==> src/rtl/instr_sequencer.sv <==
// ----------------------------------------------------------------------------
// instr_sequencer
//   Multi-cycle control sequencer for the single-issue datapath. It owns the
//   program counter and steps each instruction through FETCH, EXEC and, for
//   loads/stores, MEM wait states. It gates the decoder's register-write and
//   memory-write strobes so each fires exactly once per instruction, runs the
//   Start/Ack handshake with the test harness, and halts on the decoder's Done.
//
// Ports:
//   Clk        - system clock, all state changes on the rising edge
//   Reset      - synchronous, active-low reset
//   Start      - begin execution at StartAddr (accepted in IDLE and HALT)
//   StartAddr  - program entry point
//   Branch     - decoder: branch instruction
//   BrTaken    - ALU condition flag, used only for a branch in EXEC
//   BrOffset   - signed two's-complement branch displacement
//   RegWrite   - decoder: instruction writes the register file
//   MemtoReg   - decoder: load
//   MemWrite   - decoder: store
//   Done       - decoder: halt instruction
//   ProgCtr    - registered instruction memory address
//   InstrLatch - capture the instruction register this cycle
//   RegWrEn    - gated register-file write enable
//   MemWrEn    - gated data-memory write strobe
//   MemEn      - data-memory access in progress
//   Ack        - registered program-halted flag
//   Busy       - sequencer is in FETCH, EXEC or MEM
//   CycleCnt   - saturating count of busy cycles since the last accepted Start
// ----------------------------------------------------------------------------
module instr_sequencer #(
    parameter int PC_W    = 10,
    parameter int MEM_LAT = 2,
    parameter int CNT_W   = 16
) (
    input  logic             Clk,
    input  logic             Reset,
    input  logic             Start,
    input  logic [PC_W-1:0]  StartAddr,
    input  logic             Branch,
    input  logic             BrTaken,
    input  logic [PC_W-1:0]  BrOffset,
    input  logic             RegWrite,
    input  logic             MemtoReg,
    input  logic             MemWrite,
    input  logic             Done,
    output logic [PC_W-1:0]  ProgCtr,
    output logic             InstrLatch,
    output logic             RegWrEn,
    output logic             MemWrEn,
    output logic             MemEn,
    output logic             Ack,
    output logic             Busy,
    output logic [CNT_W-1:0] CycleCnt
);

    localparam int WAIT_W = (MEM_LAT > 1) ? $clog2(MEM_LAT) : 1;

    typedef enum logic [2:0] {
        IDLE  = 3'd0,
        FETCH = 3'd1,
        EXEC  = 3'd2,
        MEM   = 3'd3,
        HALT  = 3'd4
    } state_t;

    state_t            state;
    state_t            state_next;
    logic [PC_W-1:0]   pc_next;
    logic              ack_next;
    logic [WAIT_W-1:0] wait_cnt;
    logic [WAIT_W-1:0] wait_next;
    logic              cnt_clr;
    logic              busy_raw;
    logic              latch_raw;
    logic              regwr_raw;
    logic              memwr_raw;
    logic              memen_raw;

    always_ff @(posedge Clk) begin
        if (!Reset) begin
            state    <= IDLE;
            ProgCtr  <= '0;
            Ack      <= 1'b0;
            CycleCnt <= '0;
            wait_cnt <= '0;
        end else begin
            state    <= state_next;
            ProgCtr  <= pc_next;
            Ack      <= ack_next;
            wait_cnt <= wait_next;
            if (cnt_clr) begin
                CycleCnt <= '0;
            end else if (busy_raw && (CycleCnt != {CNT_W{1'b1}})) begin
                CycleCnt <= CycleCnt + CNT_W'(1);
            end
        end
    end

    assign busy_raw = (state == FETCH) || (state == EXEC) || (state == MEM);

    always_comb begin
        state_next = state;
        pc_next    = ProgCtr;
        ack_next   = Ack;
        wait_next  = wait_cnt;
        cnt_clr    = 1'b0;
        latch_raw  = 1'b0;
        regwr_raw  = 1'b0;
        memwr_raw  = 1'b0;
        memen_raw  = 1'b0;

        case (state)
            IDLE: begin
                if (Start) begin
                    pc_next    = StartAddr;
                    cnt_clr    = 1'b1;
                    state_next = FETCH;
                end
            end
            FETCH: begin
                latch_raw  = 1'b1;
                state_next = EXEC;
            end
            EXEC: begin
                // Done outranks a memory op, which outranks branch/ALU.
                if (Done) begin
                    ack_next   = 1'b1;
                    state_next = HALT;
                end else if (MemtoReg || MemWrite) begin
                    memen_raw  = 1'b1;
                    wait_next  = WAIT_W'(MEM_LAT - 1);
                    state_next = MEM;
                end else begin
                    regwr_raw = RegWrite;
                    // Same-width add gives modulo 2^PC_W, so a negative
                    // offset wraps backwards without explicit sign extension.
                    if (Branch && BrTaken) begin
                        pc_next = ProgCtr + BrOffset;
                    end else begin
                        pc_next = ProgCtr + PC_W'(1);
                    end
                    state_next = FETCH;
                end
            end
            MEM: begin
                memen_raw = 1'b1;
                if (wait_cnt != '0) begin
                    wait_next = wait_cnt - WAIT_W'(1);
                end else begin
                    // Final access cycle: the only cycle that strobes.
                    regwr_raw  = MemtoReg;
                    memwr_raw  = MemWrite;
                    pc_next    = ProgCtr + PC_W'(1);
                    state_next = FETCH;
                end
            end
            HALT: begin
                if (Start) begin
                    pc_next    = StartAddr;
                    cnt_clr    = 1'b1;
                    ack_next   = 1'b0;
                    state_next = FETCH;
                end
            end
            default: begin
                state_next = IDLE;
            end
        endcase
    end

    // Combinational outputs are suppressed while reset is held so an aborted
    // instruction never issues a strobe.
    assign InstrLatch = Reset & latch_raw;
    assign RegWrEn    = Reset & regwr_raw;
    assign MemWrEn    = Reset & memwr_raw;
    assign MemEn      = Reset & memen_raw;
    assign Busy       = Reset & busy_raw;

endmodule
==> config.mk <==
export PLATFORM = sky130hd
export DESIGN_NAME = instr_sequencer
export DESIGN_NICKNAME = d
export VERILOG_FILES = /design/src/rtl/instr_sequencer.sv
export SDC_FILE = /design/constraint.sdc
export NUM_CORES = 1
export LEC_CHECK = 0
export ABC_AREA = 1
export BUFFER_PORTS_ARGS = -buffer_cell sky130_fd_sc_hd__buf_4
export CORE_MARGIN = 2
export CORE_UTILIZATION = 54
export DETAILED_ROUTE_END_ITERATION = 8
export PLACE_DENSITY = 0.8
export SYNTH_ARGS = -nofsm -noshare
export SYNTH_HDL_FRONTEND = slang
export SYNTH_SLANG_ARGS = --single-unit
==> constraint.sdc <==
create_clock -name Clk -period 1.9 [get_ports Clk]
set_input_delay 0.285 -clock Clk [delete_from_list [all_inputs] [get_ports Clk]]
set_output_delay 0.285 -clock Clk [all_outputs]
set_load 0.005 [all_outputs]
======== Word level (Yosys, flattened, before mapping) ========
Index checks and enable logic that the tools add are counted.
storage, ports and cells
  flip-flop bits (word level) ............. 31
  latch bits .............................. 0
  RAM bits ................................ 0
  memory bits (read-only) ................. 0
  output and inout bits ................... 32
  logic and storage cells ................. 72
  memories kept ........................... 0
operators by class
  add/sub/neg operators ................... 4
  multipliers ............................. 0
  div/mod/pow operators ................... 0
  $lt $le $gt $ge ......................... 0
  equality and inequality tests ........... 12
  shift operators ......................... 0
  muxes and demuxes ....................... 30
  bitwise gates (word level) .............. 6
  reduce and logical (&&, ||, !) cells .... 15
operator list
  cell                                                                   number
  10-bit 2-to-1 mux                                                      5
  10-bit one-hot mux with 3 select lines                                 1
  16-bit by 1-bit adder with 16-bit output, second input constant        1
  16-bit != test, second input constant                                  1
  1-bit 2-to-1 mux                                                       15
  3-bit one-hot mux with 4 select lines                                  1
  10-bit by 1-bit adder with 10-bit output, second input constant        1
  10-bit adder                                                           1
  2-bit != test, second input constant                                   5
  3-bit 2-to-1 mux                                                       3
  1-bit one-hot mux with 2 select lines                                  4
  3-bit by 2-bit equality test with 1-bit output, second input constant  2
  3-bit AND reduction                                                    2
  1-bit AND                                                              5
  5-bit AND reduction                                                    1
  2-bit by 1-bit != test with 1-bit output, second input constant        2
  2-bit nonzero test                                                     2
  2-bit OR reduction                                                     2
  3-bit by 1-bit equality test with 1-bit output, second input constant  1
  3-bit equality test, second input constant                             1
  3-bit logical NOT                                                      1
  1-bit logical OR                                                       3
  3-bit nonzero test                                                     1
  1-bit logical AND                                                      2
  other kinds (4)                                                        4

======== Longest topological paths before layout ========
  word-level depth ........................ 5
  depth in mapped cells ................... 11
  depth with buffers taken out ............ 11

======== Worst setup path after synthesis ========
No wires, ideal clock.
  path kind ............................... flip-flop to flip-flop
  start point ............................. register ProgCtr[0]
  end point ............................... register ProgCtr[6]
  library setup time ...................... 123 ps
  arrival time ............................ 1462 ps
  setup slack ............................. 316 ps
  stages on the path, launching flop included .. 11
  period minus slack after synthesis ...... 1584 ps
  cells stage by stage .................... dfxtp_1 > ha_1 > fa_1 > nand3_1 > nand2_1 > nand3_1 > nand2_1 > nand2_1 > nand3_1 > nand2_1 > a21oi_2
on the way
  longest elaborated chain between the ends .. 5
  elaborated cells on any way between the ends .. 7
  classes of those cells .................. add/sub (2); mux (5)
ends and longest elaborated chain
  what                                                                      line           source
  start, declared                                                           46             output logic [PC_W-1:0] ProgCtr,
  start signal, assigned                                                    88             ProgCtr <= pc_next;
  10-bit by 1-bit adder with 10-bit output or 10-bit adder (tied branches)  140, 153, 138
  10-bit 2-to-1 mux                                                         137            if (Branch && BrTaken) begin
  10-bit 2-to-1 mux                                                         129            end else if (MemtoReg || MemWrite) begin
  10-bit 2-to-1 mux                                                         126            if (Done) begin
  10-bit one-hot mux with 3 select lines (*)                                112            case (state)
Every way passes the cells marked *; elsewhere a longest branch is shown, timed or not. The select of a mux whose other input is x is not followed.
A chain may end at the register's enable or synchronous reset.

======== Worst setup path after layout ========
  start point ............................. register state[1]
  end point ............................... output MemWrEn
on the way
  longest elaborated chain between the ends .. 3
ends and longest elaborated chain
  what                                            line  source
  start, declared                                 66    state_t state;
  start signal, assigned                          87    state <= state_next;
  3-bit by 2-bit equality test with 1-bit output  112
  1-bit 2-to-1 mux                                112
  1-bit AND                                       175   assign MemWrEn = Reset & memwr_raw;
  end, declared                                   49    output logic MemWrEn,
No other way between the ends.

==> reports/qor.txt <==
Min-Delay Path Depth - 3
HPWL Detailed - 5280 um
Library cells used by synthesis - 36
Status - finished, final reports clean
Logic pwr share - 0.578
Sw power - 1.47 mW
Least-Margin Pin Slew - 0.476 ns
Die X - 72.4 um
GRT overflow - 0
Slew Limit Fails - 0
Area delta synth->final - 26.2%
Fmax - 567 MHz
RD Place Congestion - 0.868
Antenna violations before repair - 0
Clock Latency Late Sink - 0.28 ns
Worst Setup End Kind - output pin
First-pass GRT wire length - 11,400 um
Reg area - 621 sq um
Finished Cell Area - 3190 sq um
Metal-1 WL - 3210 um
Slowest stage cell, crit path - dfxtp_1
CTS clk-pin slew, worst paths - 0.07 ns
Clk root buf - clkbuf_8
Flops & latches, synth - 31
Maxcap violations - 0
Synth top area share - 0.246
IO buf count - 60
Final Hold Viols - 0
Clock share of power - 0.157
RSZ-0062 raised after global routing - false
Startpoint types - register
Setup TNS - 0 ns
H-tree Lvls - 2
Synth async-reset ratio - 0
Final wirelength - 6850 um
Worst-path cell chain - nand2_2 -> nor2_4 -> clkinvlp_4 -> nor2_1 -> buf_4
Syn Inst Count - 401
Critical Path AT - 1.48 ns
Sequential share of power - 0.265
Final ANT Viol Nets - 0
Row cnt - 24
VDD IR max - 0.000576 V
Switching Share - 0.455
Die area - 5240 sq um
Total CTS buffers - 5
Top post-synthesis cells by area - dfxtp_1, nand2_1, nor2_1
Post-DP Area - 3080 sq um
Number of flops mapped to enable cells by yosys - 0
Share of layout cells above drive strength 1 - 0.242
Register area share after synthesis - 0.246
CTS sink cnt - 31
Synth area leader - dfxtp_1
Layout fillers - 396
Total GRT Usage - 0.270
HP Class - in2reg
Detailed Routing Iterations Pass 1 - 4
Io pins - 61
Hold slack - 0.313 ns
Multi-input logic area - 1680 sq um
Mean area per synthesized cell - 6.30 sq um
CP Max Fanout - 6
Power per cell area - 1010 nW/um^2
Max Root-Sink Buffers - 2
CORE AREA - 4440 sq um
Final period utilization - 0.929
Final Net Count - 516
Vias per cell - 5.39
Avg WL per Cell - 13.0 um
Final-report setup violation count - 0
Reg2Reg Depth - 9
Slew margin rel. - 0.683
Synth Flop Type - dfxtp_1
Met3 wire len - 404 um
Mapped Area - 2530 sq um
Slowest stage delay, CP - 0.43 ns
Vias - 2,846
Iteration-0 DRC count of the detailed router - 202
Int Pwr - 1.76 mW
Largest net degree at the start of global routing - 16
Die height - 72.4 um
Worst Path Required - 1.62 ns
DR top layer - met4
Static leakage - 1.48 nW
Commonest cells post-synth - nand2_1, nor2_1, inv_1, a21oi_1, nand3_1
Drc violations - 0
WS Path Type - reg2out
Diode count - 0
Vias in the first global route - 2,521
Initial core utilization - 0.569
Length of routed met2 wiring - 3170 um
Layout Skew - 0.00312 ns
Most frequent cell after synthesis - nand2_1
Post-Syn Nets - 442
Yosys warning total - 0
Hold_buf cts - 0
Final min period - 1.76 ns
CTS tree - done
==> through the flow <==
step           utilization  cells  setup slack, ns  power, mW
6_report             0.718    528            0.136       3.23
5_1_grt              0.718    528          0.00904       3.50
4_1_cts              0.711    526           0.0907       3.20
3_5_place_dp         0.693    518           0.0909       2.69
3_3_place_gp         0.693    518            0.124       2.65
2_1_floorplan            -    401            0.316       2.13
==> what timing repair did <==
action                     CTS  global route
resized for setup            0             4
setup endpoints to repair    0             6
setup buffers                0             2
hold endpoints to repair     0             0
==> worst max-delay path: cells and delay by family (launching register included) <==
kind	cells	cell delay, ns
flip-flops	1	0.43
buffers and inverters	2	0.31
AND/OR/NAND/NOR	3	0.46
==> state kept, by name (all words and copies together) (netlist names) <==
name	count
Ack	1
CycleCnt	16
ProgCtr	10
wait_cnt	1
state	3
==> layout by cell type, fill, tap and decap left out, types with 2 or more instances in the layout <==
master,n
a211oi_1,2
a21oi_1,32
a21oi_2,9
buf_4,76
clkbuf_1,2
clkbuf_8,5
dfxtp_1,31
ha_1,11
inv_1,39
inv_2,3
nand2_1,109
nand2_2,2
nand2_4,3
nand3_1,33
nand3b_1,4
nand4_1,8
nor2_1,47
nor2_2,4
nor3_1,6
o21ai_0,15
o21ai_2,7
o22ai_1,2
xnor2_1,8
xor2_1,6
==> logic make-up (layout without fill, tap and decap cells) <==
group,after synthesis,after routing,share of synthesized area
buf+inv,53,128,0.0946
xor+xnor,14,14,0.0485
compound gates,71,71,0.170
flops,31,31,0.246
fa+ha+maj,12,12,0.0624
simple gates,220,220,0.379
==> per-layer routing <==
metal  vias to the layer above  GRT usage
met5                         -          0
met4                         0     0.0617
met3                         6     0.0597
met2                        77      0.427
met1                      1294      0.379
li1                       1469          -
==> path summary, 6_finish.rpt <==
check / from / to / slack (ns)
min reg2reg: CycleCnt[13]$_SDFFE_PP0P_ / CycleCnt[13]$_SDFFE_PP0P_ / 0.50
max reg2reg: CycleCnt[1]$_SDFFE_PP0P_ / CycleCnt[10]$_SDFFE_PP0P_ / 0.16
min: StartAddr[0] / ProgCtr[0]$_SDFFE_PN0P_ / 0.31
max: state[1]$_SDFFE_PN0P_ / MemWrEn / 0.14
==> area by class of cell <==
cell class / count / area share
multi-input cells: 317 / 0.526
flip-flops and latches: 31 / 0.195
repair buffers: 76 / 0.179
inverters: 44 / 0.0545
clock buffers: 7 / 0.0239
well taps: 52 / 0.0204
clock inverters: 1 / 0.00157
==> power by group through the flow <==
stage | registers [mW] | clock network, mW | logic (mW)
3_5_place_dp | 0.871 | 0 | 1.82
5_1_grt | 0.867 | 0.542 | 2.09
2_1_floorplan | 0.917 | 0 | 1.22
6_report | 0.856 | 0.507 | 1.87
3_3_place_gp | 0.866 | 0 | 1.78
4_1_cts | 0.856 | 0.513 | 1.83
Note: power is estimated with default switching activity, not from simulation.
